## src/rtl/shift_reg_var.sv

```systemverilog
// shift_reg_var: multi-lane, stallable, flushable delay line whose tap
// (delay in stages) is selected at run time through dly_sel.
module shift_reg_var #(
  parameter int MAX_DELAY = 8,
  parameter int WIDTH     = 3,
  parameter int NUB       = 1,
  parameter int SEL_W     = 4
) (
  input  logic                 clk,
  input  logic                 rst_n,
  input  logic                 en,
  input  logic                 flush,
  input  logic [SEL_W-1:0]     dly_sel,
  input  logic [NUB-1:0]       vld_in,
  input  logic [WIDTH*NUB-1:0] port_in,
  output logic [NUB-1:0]       vld_out,
  output logic [WIDTH*NUB-1:0] port_out,
  output logic                 busy,
  output logic                 dly_err
);

  logic [NUB-1:0]       v_q [MAX_DELAY];
  logic [WIDTH*NUB-1:0] d_q [MAX_DELAY];
  logic [SEL_W-1:0]     d_eff;
  logic [NUB-1:0]       tap_v;
  logic [WIDTH*NUB-1:0] tap_d;

  // Clamp the requested delay to the number of stages actually built.
  always_comb begin
    d_eff = (dly_sel > SEL_W'(MAX_DELAY)) ? SEL_W'(MAX_DELAY) : dly_sel;
  end

  // Stage storage: flush beats advance, advance beats hold.
  always_ff @(posedge clk or negedge rst_n) begin
    if (!rst_n) begin
      for (int unsigned k = 0; k < unsigned'(MAX_DELAY); k++) begin
        v_q[k] <= '0;
        d_q[k] <= '0;
      end
    end else if (flush) begin
      for (int unsigned k = 0; k < unsigned'(MAX_DELAY); k++) begin
        v_q[k] <= '0;
        d_q[k] <= '0;
      end
    end else if (en) begin
      v_q[0] <= vld_in;
      d_q[0] <= port_in;
      for (int unsigned k = 1; k < unsigned'(MAX_DELAY); k++) begin
        v_q[k] <= v_q[k-1];
        d_q[k] <= d_q[k-1];
      end
    end
  end

  // Out-of-range select flag, sampled every clock independent of en/flush.
  always_ff @(posedge clk or negedge rst_n) begin
    if (!rst_n) begin
      dly_err <= 1'b0;
    end else begin
      dly_err <= (dly_sel > SEL_W'(MAX_DELAY));
    end
  end

  // Tap mux: delay 0 bypasses storage, delay D selects stage D-1.
  always_comb begin
    tap_v = '0;
    tap_d = '0;
    if (d_eff == '0) begin
      tap_v = vld_in;
      tap_d = port_in;
    end else begin
      for (int unsigned k = 0; k < unsigned'(MAX_DELAY); k++) begin
        if (d_eff == SEL_W'(k + 1)) begin
          tap_v = v_q[k];
          tap_d = d_q[k];
        end
      end
    end
  end

  // Per-lane output masking; reset also blanks the bypass path at once.
  always_comb begin
    vld_out  = '0;
    port_out = '0;
    for (int unsigned j = 0; j < unsigned'(NUB); j++) begin
      if (rst_n && tap_v[j]) begin
        vld_out[j]                  = 1'b1;
        port_out[j*WIDTH +: WIDTH]  = tap_d[j*WIDTH +: WIDTH];
      end
    end
  end

  // Occupancy: any valid word in any stored stage, regardless of tap.
  always_comb begin
    busy = 1'b0;
    for (int unsigned k = 0; k < unsigned'(MAX_DELAY); k++) begin
      busy = busy | (|v_q[k]);
    end
  end

endmodule
```

## config.mk

```make
export PLATFORM = sky130hd
export DESIGN_NAME = shift_reg_var
export DESIGN_NICKNAME = d
export VERILOG_FILES = /design/src/rtl/shift_reg_var.sv
export SDC_FILE = /design/constraint.sdc
export NUM_CORES = 1
export LEC_CHECK = 0
export BUFFER_PORTS_ARGS = -buffer_cell sky130_fd_sc_hd__clkbuf_2
export CORE_ASPECT_RATIO = 0.6
export CORE_MARGIN = 4
export CORE_UTILIZATION = 55
export DETAILED_ROUTE_END_ITERATION = 6
export PLACE_DENSITY_LB_ADDON = 0.3
export SETUP_SLACK_MARGIN = 0.3
export SLEW_MARGIN = 20
export SYNTH_ARGS = -nofsm -noshare
export SYNTH_HDL_FRONTEND = slang
export SYNTH_SLANG_ARGS = --single-unit
```

## constraint.sdc

```tcl
create_clock -name clk -period 2.9 [get_ports clk]
set_input_delay 0.725 -clock clk [delete_from_list [all_inputs] [get_ports clk]]
set_output_delay 0.725 -clock clk [all_outputs]
set_load 0.01 [all_outputs]
```

[After elaboration in Yosys (flattened, before gate mapping)]
Cells that the tools add are included.
Word-level totals
  input port bits: 12
  register bits after elaboration: 33
Cells by class
  equality and inequality tests: 8
  reductions and logical operators: 3
  $lt $le $gt $ge: 1
  bitwise logic cells: 7
  mux-type cells: 25
Operator list (count)
  24-bit two-way mux: 2
  3-bit two-way mux: 10
  4-bit by 3-bit == test with 1-bit output (second input constant): 4
  8-bit two-way mux: 2
  1-bit two-way mux: 10
  4-bit by 2-bit == test with 1-bit output (second input constant): 2
  1-bit bitwise OR: 7
  4-bit by 1-bit == test with 1-bit output (second input constant): 1
  4-bit == test (second input constant): 1
  4-bit > comparator (second input constant): 1
  4-bit logical NOT: 1
  4-bit two-way mux: 1
  2-bit nonzero test: 1
  1-bit logical AND: 1

[Longest topological paths before layout]
Gate-level depths: netlist (run 1).
  depth after elaboration: 14
  depth in mapped cells: 7
  depth with buffers taken out: 5

[Least setup slack after synthesis (run 1)]
OpenSTA, ideal clock, no wires.
  kind: input -> output
  from: input dly_sel[0]
  to: output port_out[2]
  path buffers: 2
  cell stages on the path: 4
  data arrival time: 1.981 ns
  setup slack: 0.194 ns
  cell sequence: buf_2 buf_2 mux4_2 a311oi_1
Between the ends
  word-level cells in the longest chain between the ends: 14
  elaborated cells on any way between the ends: 31
  those cells by class: order compare (1); eq/ne (8); mux (20); reduce/logical (2)
RTL lines
  start: declaration: RTL line 13  | input logic [SEL_W-1:0] dly_sel,
  4-bit > comparator: RTL line 30  | d_eff = (dly_sel > SEL_W'(MAX_DELAY)) ? SEL_W'(MAX_DELAY) : dly_sel;
  4-bit two-way mux *: RTL line 30
  4-bit by 1-bit == test with 1-bit output: RTL line 73  | if (d_eff == SEL_W'(k + 1)) begin
  1-bit two-way mux (8 in series): RTL line 73
  1-bit two-way mux: RTL line 68  | if (d_eff == '0) begin
  1-bit logical AND: RTL line 86  | if (rst_n && tap_v[j]) begin
  3-bit two-way mux *: RTL line 86
  end: declaration: RTL line 17  | output logic [WIDTH*NUB-1:0] port_out,
Every way passes the cells marked *; elsewhere a longest branch is shown, timed or not.

[Final worst setup path (run 1)]
  from: input dly_sel[1]
  to: output port_out[2]
Same word-level chain as after synthesis.

==> results of run 1 <==
[state kept, by name (all words and copies together), names as in the netlist]
| signal | count |
|---|---|
| v_q | 8 |
| dly_err | 1 |
| d_q | 24 |
[timing repair]
action | 4_1_cts | 5_1_grt
pin swaps | 3 | 5
endpoints found under the setup margin | 4 | 4
gates resized for setup | 14 | 11
cloned | 2 | 0
buffers inserted | 3 | 0
[metal layers]
metal	GRT usage, %	part of all wire (%)	vias to the layer above
met2	38.05	46	62
met1	31.41	43	680
met5	0	0	-
met3	6.574	8.0	17
met4	9.551	2.9	0
li1	-	-	639
[cell usage after synthesis, types with 2 or more instances]
cell / count / area share (%)
nor4_1: 2 / 0.72
inv_1: 2 / 0.43
or3_1: 3 / 1.1
a211o_1: 2 / 1.0
mux4_2: 2 / 2.6
nor2_1: 36 / 7.8
nor2b_1: 2 / 0.72
clkbuf_1: 5 / 1.1
dfrtp_1: 33 / 48
mux2i_1: 38 / 22
a21oi_1: 4 / 1.2
nand2_1: 8 / 1.7
buf_2: 7 / 2.0
o21ai_0: 5 / 1.4
nand2b_1: 3 / 1.1
nor3_1: 3 / 0.86
a311oi_1: 2 / 1.0
[power by group]
part / switching, W / internal, W
registers: 0.00000658 / 0.000468
clock network: 0.000152 / 0.000188
logic: 0.0000728 / 0.0000607
total: 0.000231 / 0.000717
[kinds of logic (layout without fill, tap and decap cells)]
| kind of cell | Yosys count | after routing |
|---|---|---|
| AND/OR/NAND/NOR | 60 | 60 |
| multiplexers | 40 | 40 |
| AO/OA/AOI/OAI | 21 | 21 |
| flip-flops | 33 | 33 |
| buffers and inverters | 16 | 38 |
[metrics by stage]
stage	cell area, sq um	hold slack [ns]	cells
floorplan	1754	0.4294	170
global placement	1884	0.5037	222
detailed placement	1884	0.5382	222
CTS	2100	0.5200	234
global route	2132	0.5470	234
finish	2132	0.5042	234
[worst max-delay path: cells and delay by family]
family                 cells  cell delay (ns)
muxes                      2             0.61
buffers and inverters      3             0.44
AOI/OAI and AO/OA          1             0.26
[path summary, 6_finish.rpt]
check	startpoint	depth (start not counted)	endpoint	slack, ns
max in group asynchronous	rst_n	2	v_q[3]	2.10
worst min-delay path	rst_n	2	d_q[22]	0.50
min in group clk	d_q[2]	2	d_q[2]	0.55
worst max register to register	v_q[1]	2	v_q[1]	2.09
worst min register to register	d_q[2]	2	d_q[2]	0.55
worst max-delay path	dly_sel[1]	6	port_out[2]	0.13
[layout by cell type (no fill, tap or decap), drive strengths merged]
cell type,n
mux2i,38
nor2,36
dfrtp,33
clkbuf,21
buf,14
nand2,8
o21ai,6
a21oi,4
or3,3
nand2b,3
nor3,3
inv,3
a211o,2
nor2b,2
mux4,2
a311oi,2
nor4,2
and3,1
a21o,1
nand3b,1
o2111ai,1
a31o,1
o31a,1
o311a,1
a211oi,1
a2111o,1
nand4,1
[final cells by class]
class | instances | area (sq um) | share of cell area, %
flip-flops and latches | 33 | 825.8 | 38.73
multi-input cells | 121 | 893.4 | 41.90
inverters | 3 | 16.27 | 0.7629
well taps | 42 | 52.55 | 2.465
clock buffers | 7 | 86.33 | 4.049
repair buffers | 28 | 257.7 | 12.09
==> out/results.tsv, run 1 <==
metric	value	unit
routed vias/inst	5.974	
GRT Total Usage	23.96	%
Final setup viols	0	
nets	204	
DR iter-0 viols	137	
CP cell instances	clkbuf_16, buf_12, mux2i_1, mux4_2, a311oi_2, buf_2	
Final GP Congestion	0.9108	
Post-Synth XOR/XNOR Area	0	%
root buf cell	clkbuf_8	
Syn-to-layout area delta	22.68	%
# fillers	207	
IO buf count	17	
Std-Cell Core Area	0.002947	sq mm
largest net degree at the start of global routing	34	
largest family of logic cells by synthesized area	multiplexers	
Worst Skew	0.002982	ns
post-synthesis cell count	170	
fin. max-slew vios	0	
worst min path class	in -> async	
total wire length	4273	um
DRC violations left	0	
row count	15	
First-pass DRT Iterations	4	
CP startpoint kind	primary input	
Post-synth top flop	dfrtp_1	
Worst Path Required	2.17	ns
clock buffer depth	2	
Final Util	72.36	%
Post-synth EDFFs	0	
H-tree depth	2	
Congestion Overflow GR	0	
Final ANT Viol Nets	0	
Post-Synth Simple-Gate Area	15.12	%
Seq/Total Area, Yosys	47.52	%
Crit-path slowest cell	mux4_2	
Setup TNS	0	ns
CTS clk-pin slew, worst paths	0.06	ns
Power Density	444.6	mW/mm^2
CP Data Arrival Time	2.04	ns
CP max stage delay	0.50	ns
PnR worst setup slack	0.1331	ns
Yosys warning total	0	
post-synthesis mux area share	24.48	%
Die Area	0.004153	sq mm
fin crit share	95.41	%
Post-Place Worst Slack	0.02961	ns
Yosys reg bits	33	
leakage power	1.049	nW
unrepaired setup endpoints after global routing	true	
clock period minus final worst setup slack	2.767	ns
status	complete, no violations	
global-route wire length before repair	7272	um
total CTS buffers	5	
wire per inst	18.26	um
CTS tree	built	
Mapped Avg Cell Area	10.22	sq um
CP endpoint kind	output port	
antenna cells	0	
Slew @ Worst Pin	0.6289	ns
Post-Synth Adder-Cell Area	0	%
Slew HR	58.07	%
Die Height	51.54	um
WS Path Type	in -> out	
vias in the first global route	1464	
Peak Freq	0.3614	GHz
Fin. Hold Viols	0	
crit-path max FO	6	
total power	0.0009478	W
# hold bufs at CTS	0	
DR vias	1398	
Initial Util	58.98	%
count of unique library cells instantiated by Yosys	30	
Die W	80.57	um
HPWL Detailed	2658	um
Post-Syn Area	0.001738	sq mm
clock sinks	33	
Peak supply drop	0.0002974	V
antenna violations before repair	0	
Async SR Flop Fraction	100.0	%
layout cells sized above 1	25.00	%
compound-cell area share of the yosys netlist	8.495	%
Syn Nets	182	
Max-Cap Viols	0	
clk_lat worst skew	0.28	ns
IO Count	18	
(Power assumes the default switching activity.)
==> run 2: changes to the inputs <==
PLACE_DENSITY = 0.75   (was not set)
PLACE_DENSITY_LB_ADDON = not set   (was 0.3)
==> run 2 against run 1 <==
Net effect:
- setup slack improved by 0.023 ns
- largest power group unchanged
- sequential cell count stayed put
- clock skew increased by 0.0031 ns
- non-clock buffer count fell by 2
- maximum frequency increased by 0.85%
- largest cell class unchanged
- clock-buffer cell count did not move
- die area is the same
- first-iteration DRC count shrank 25%
- critical path type unchanged
- critical path depth grew 1
- register-to-register slack hardly changed
==> out/results.tsv, run 2 (synthesis gave the netlist of run 1 again) <==
metric	value	unit
CP endpoint kind	output port	
Seq pwr share	50.4	%
fin. max-slew vios	0	
clock sinks	33	
Die Height	51.54	um
Setup TNS	0	ns
Max-Cap Viols	0	
Fin. Hold Viols	0	
unrepaired setup endpoints after global routing	true	
# fillers	225	
CTS tree	built	
Psw	0.0002266	W
CTS clk-pin slew, worst paths	0.07	ns
Placed Cells incl. Taps	221	
register area	825.8	sq um
leakage power	1.029	nW
Worst Skew	0.006108	ns
Std-Cell Core Area	0.002947	sq mm
DR WL met2	1884	um
Routed met1 length	1765	um
IO buf count	17	
CP startpoint	dly_sel[1]	
Post-DP Area	0.001877	sq mm
row count	15	
PnR worst setup slack	0.1563	ns
root buf cell	clkbuf_8	
Reg2Reg Setup Slack	2.08	ns
clock period minus final worst setup slack	2.744	ns
most common cell after layout, fill and taps aside	mux2i_1	
CP Data Arrival Time	2.02	ns
Final GP Congestion	0.8650	
layout cells sized above 1	24.74	%
Highest Signal Layer	met4	
largest reg by FF count	d_q	
crit-path max FO	6	
clock buffer depth	2	
DRC violations left	0	
max reg flops	24	
largest registers	d_q x24, v_q x8, dly_err x1	
Crit-path slowest cell	or3_4	
Die Area	0.004153	sq mm
DR iter-0 viols	103	
Slew @ Worst Pin	0.6232	ns
Post-Place Worst Slack	0.08613	ns
cell area after layout	0.002095	sq mm
worst r2r dst	d_q[6]	
global-route wire length before repair	6872	um
Congestion Overflow GR	0	
Sw Ratio	24.11	%
Final setup viols	0	
wire per inst	17.10	um
met3 wire len	236	um
CP cell instances	clkbuf_16, buf_12, or3_4, or3_1, o21ai_1, a311oi_2, buf_2	
total wire length	3967	um
Gate power share	13.5	%
most frequent cells in the layout	mux2i_1 (38), nor2_1 (36), dfrtp_1 (33)	
IO Count	18	
status	complete, no violations	
Int Pwr	0.0007134	W
Die W	80.57	um
antenna violations before repair	0	
non-filler cells, final	232	
WS Path Type	in -> out	
CP max stage delay	0.34	ns
H-tree depth	2	
Worst R2R Start	d_q[9]	
WHS	0.5023	ns
Final ANT Viol Nets	0	
largest net degree at the start of global routing	34	
First-pass DRT Iterations	4	
Peak Freq	0.3645	GHz
antenna cells	0	
Initial Util	58.98	%
nets	202	
worst min path class	in -> async	
vias in the first global route	1417	
clk_lat worst skew	0.27	ns
CP startpoint kind	primary input	
Power Density	448.8	mW/mm^2
CP endpoint	port_out[2]	
Peak supply drop	0.0003981	V
Slew HR	58.45	%
Worst Reg-to-Reg Cells	2	
fin crit share	94.61	%
DR vias	1363	
GRT Total Usage	21.94	%
area of the multi-input gates	882.1	sq um
Worst Path Required	2.17	ns
routed vias/inst	5.875	
HPWL Detailed	2499	um
clock group share of total power	36.1	%
Syn-to-layout area delta	20.52	%
total CTS buffers	5	
## run 2: changes by cell type in the layout (fill, tap and decap cells not counted), sizes merged
cell and delta:
clkbuf -2
## run 2: worst min-delay path by stage
stage | slack (ns) | cells past startpoint | from | to
final | 0.50 | 2 | rst_n | d_q[3]
after global routing | 0.54 | 2 | rst_n | v_q[5]
after CTS | 0.52 | 2 | rst_n | d_q[18]
after detailed placement | 0.52 | 2 | d_q[2] | d_q[2]
after global placement | 0.51 | 2 | d_q[2] | d_q[2]
after floorplan | 0.43 | 0 | rst_n | d_q[0]
## run 2: final cells by class
cell class,count,share of cell area (%)
multi-input cells,121,42.11
flip-flops and latches,33,39.43
repair buffers,26,11.17
inverters,3,0.6571
clock buffers,7,4.122
well taps,42,2.509
## run 2: power groups by stage
stage	combinational [W]	clock [W]	sequential [W]
finish	0.000127	0.000339	0.000474
global route	0.000137	0.000371	0.000475
CTS	0.000124	0.000346	0.000474
detailed placement	0.000105	0	0.000482
global placement	0.000102	0	0.000482
floorplan	0.0000697	0	0.000481
## run 2: layer usage
layer / track usage, % / vias up
li1: - / 637
met1: 29.30 / 664
met2: 33.65 / 52
met3: 5.536 / 10
met4: 10.67 / 0
met5: 0 / -
## run 2: repair_timing
item | in CTS | in global routing
pin swaps | 2 | 5
setup endpoints to repair | 4 | 4
gates resized for setup | 13 | 12
hold buffers | 0 | 0
setup buffers | 2 | 0
gates cloned | 2 | 0
## run 2: through the flow
stage	util, %	total power, W
after floorplan	-	0.0005507
after global placement	63.69	0.0005841
after detailed placement	63.69	0.0005872
after CTS	70.36	0.0009434
after global routing	71.08	0.0009830
final	71.08	0.0009400
## run 2: worst max-delay path, delay by kind of cell
kind | cells | cell delay [ns]
AOI/OAI and AO/OA | 2 | 0.17
buffers and inverters | 3 | 0.43
and+or+nand+nor | 2 | 0.68
==> run 3: changes to the inputs <==
BUFFER_PORTS_ARGS = not set   (was -buffer_cell sky130_fd_sc_hd__clkbuf_2)
CELL_PAD_IN_SITES_DETAIL_PLACEMENT = 1   (was not set)
CELL_PAD_IN_SITES_GLOBAL_PLACEMENT = 1   (was not set)
CORE_UTILIZATION = 52   (was 55)
DONT_BUFFER_PORTS = 1   (was not set)
PLACE_DENSITY = not set   (was 0.75)
PLACE_DENSITY_LB_ADDON = 0.1   (was not set)
clock period = 3.4 ns   (was 2.9 ns; I/O delays follow)
==> run 3 against run 2 <==
Net effect:
- non-clock buffer count is 26 lower
- first-iteration DRC count is 36% lower
- setup slack better by 0.33 ns
- clock-buffer cell count is 1 higher
- wire length is 2.3% higher
- via count is 8.4% lower
- global-route usage hardly changed
- critical path depth is 2 lower
- sequential cell count stayed put
- cell area is 14% lower
- combinational power is 67% lower
- clock power is 18% lower
- largest cell class unchanged
- highest routed layer unchanged
==> out/results.tsv, run 3 (synthesis gave the netlist of run 1 again) <==
metric	value	unit
Final setup viols	0	
IO buf count	0	
unrepaired setup endpoints after global routing	false	
wire per inst	19.60	um
vias in the first global route	1314	
Syn-to-layout area delta	3.888	%
Max-Cap Viols	0	
antenna cells	0	
# fillers	326	
largest registers	d_q x24, v_q x8, dly_err x1	
most common cell after layout, fill and taps aside	mux2i_1	
# hold bufs at CTS	0	
total power	0.0007243	W
WHS	0.2599	ns
Crit-path slowest cell	a311oi_1	
CTS clk-pin slew, worst paths	0.07	ns
Std-Cell Core Area	0.003022	sq mm
HPWL Detailed	2734	um
global-route wire length before repair	6913	um
Worst Path Required	2.55	ns
row count	15	
total CTS buffers	5	
Die W	82.64	um
CP endpoint kind	output port	
Power Density	401.2	mW/mm^2
postcts setup bufs	0	
Fin. Hold Viols	0	
critical path's top delay family	compound AO/OA/AOI/OAI gates	
H-tree depth	2	
Final GP Congestion	0.8600	
worst min path class	in -> async	
total wire length	4057	um
Slew @ Worst Pin	0.5261	ns
CTS tree	built	
clock period minus final worst setup slack	2.910	ns
CP max stage delay	0.47	ns
area of the multi-input gates	835.8	sq um
Final ANT Viol Nets	0	
DR iter-0 viols	66	
Peak Freq	0.3437	GHz
Initial Util	57.52	%
Die Area	0.004361	sq mm
PnR worst setup slack	0.4901	ns
Worst Skew	0.005298	ns
Congestion Overflow GR	0	
max reg flops	24	
CP cell instances	nor3_1, a21oi_1, o21ai_0, o21ai_1, a311oi_1	
root buf cell	clkbuf_8	
Post-Place Worst Slack	0.5167	ns
clock buffer depth	2	
register area	825.8	sq um
routed vias/inst	6.034	
nets	176	
Worst Path Buf+Inv	0	
GRT Total Usage	21.99	%
First-pass DRT Iterations	4	
Die Height	52.78	um
Peak supply drop	0.0002478	V
largest reg by FF count	d_q	
leakage power	0.8667	nW
CP startpoint kind	primary input	
Slew HR	64.69	%
fin crit share	85.58	%
largest net degree at the start of global routing	35	
DRC violations left	0	
antenna violations before repair	0	
clk_lat worst skew	0.28	ns
most frequent cells in the layout	mux2i_1 (38), nor2_1 (36), dfrtp_1 (33)	
fin. max-slew vios	0	
IO Count	18	
WS Path Type	in -> out	
# resized after CTS	0	
crit-path max FO	16	
status	complete, no violations	
CP Data Arrival Time	2.06	ns
layout cells sized above 1	5.455	%
Setup TNS	0	ns
DR vias	1249	
clock sinks	33	
-- run 3: layout make-up --
| class | count | area share (%) |
|---|---|---|
| Clock buffer | 8 | 4.435 |
| Inverter | 3 | 0.6237 |
| Tap cell | 42 | 2.911 |
| Multi-Input combinational cell | 121 | 46.29 |
| Sequential cell | 33 | 45.74 |
-- run 3: routing by layer --
layer / share of wire, % / vias to the layer above / global-route usage, %
li1: - / 585 / -
met1: 48 / 627 / 29.49
met2: 45 / 26 / 32.85
met3: 4.9 / 11 / 6.357
met4: 2.5 / 0 / 9.783
met5: 0 / - / 0
-- run 3: path summary, 6_finish.rpt --
| path | startpoint | to | slack, ns | depth (start not counted) |
|---|---|---|---|---|
| min in group clk | d_q[2] | d_q[2] | 0.53 | 2 |
| hold / removal | rst_n | d_q[22] | 0.26 | 0 |
| max in group asynchronous | rst_n | d_q[10] | 3.06 | 0 |
| hold reg to reg | d_q[2] | d_q[2] | 0.53 | 2 |
| setup / recovery | dly_sel[0] | port_out[0] | 0.49 | 5 |
| setup reg to reg | d_q[13] | d_q[10] | 2.63 | 2 |
-- run 3: report_power, final --
| part | internal (W) | switching (W) |
|---|---|---|
| clock network | 0.000145 | 0.000132 |
| registers | 0.000399 | 0.00000595 |
| logic | 0.0000248 | 0.0000171 |
| total | 0.000569 | 0.000155 |
-- run 3: metrics by stage --
stage	util, %	area [sq um]	std cells
6_report	59.75	1805	207
5_1_grt	59.75	1805	207
3_5_place_dp	57.10	1725	199
3_3_place_gp	57.10	1725	199
4_1_cts	59.75	1805	207
2_1_floorplan	-	1738	170
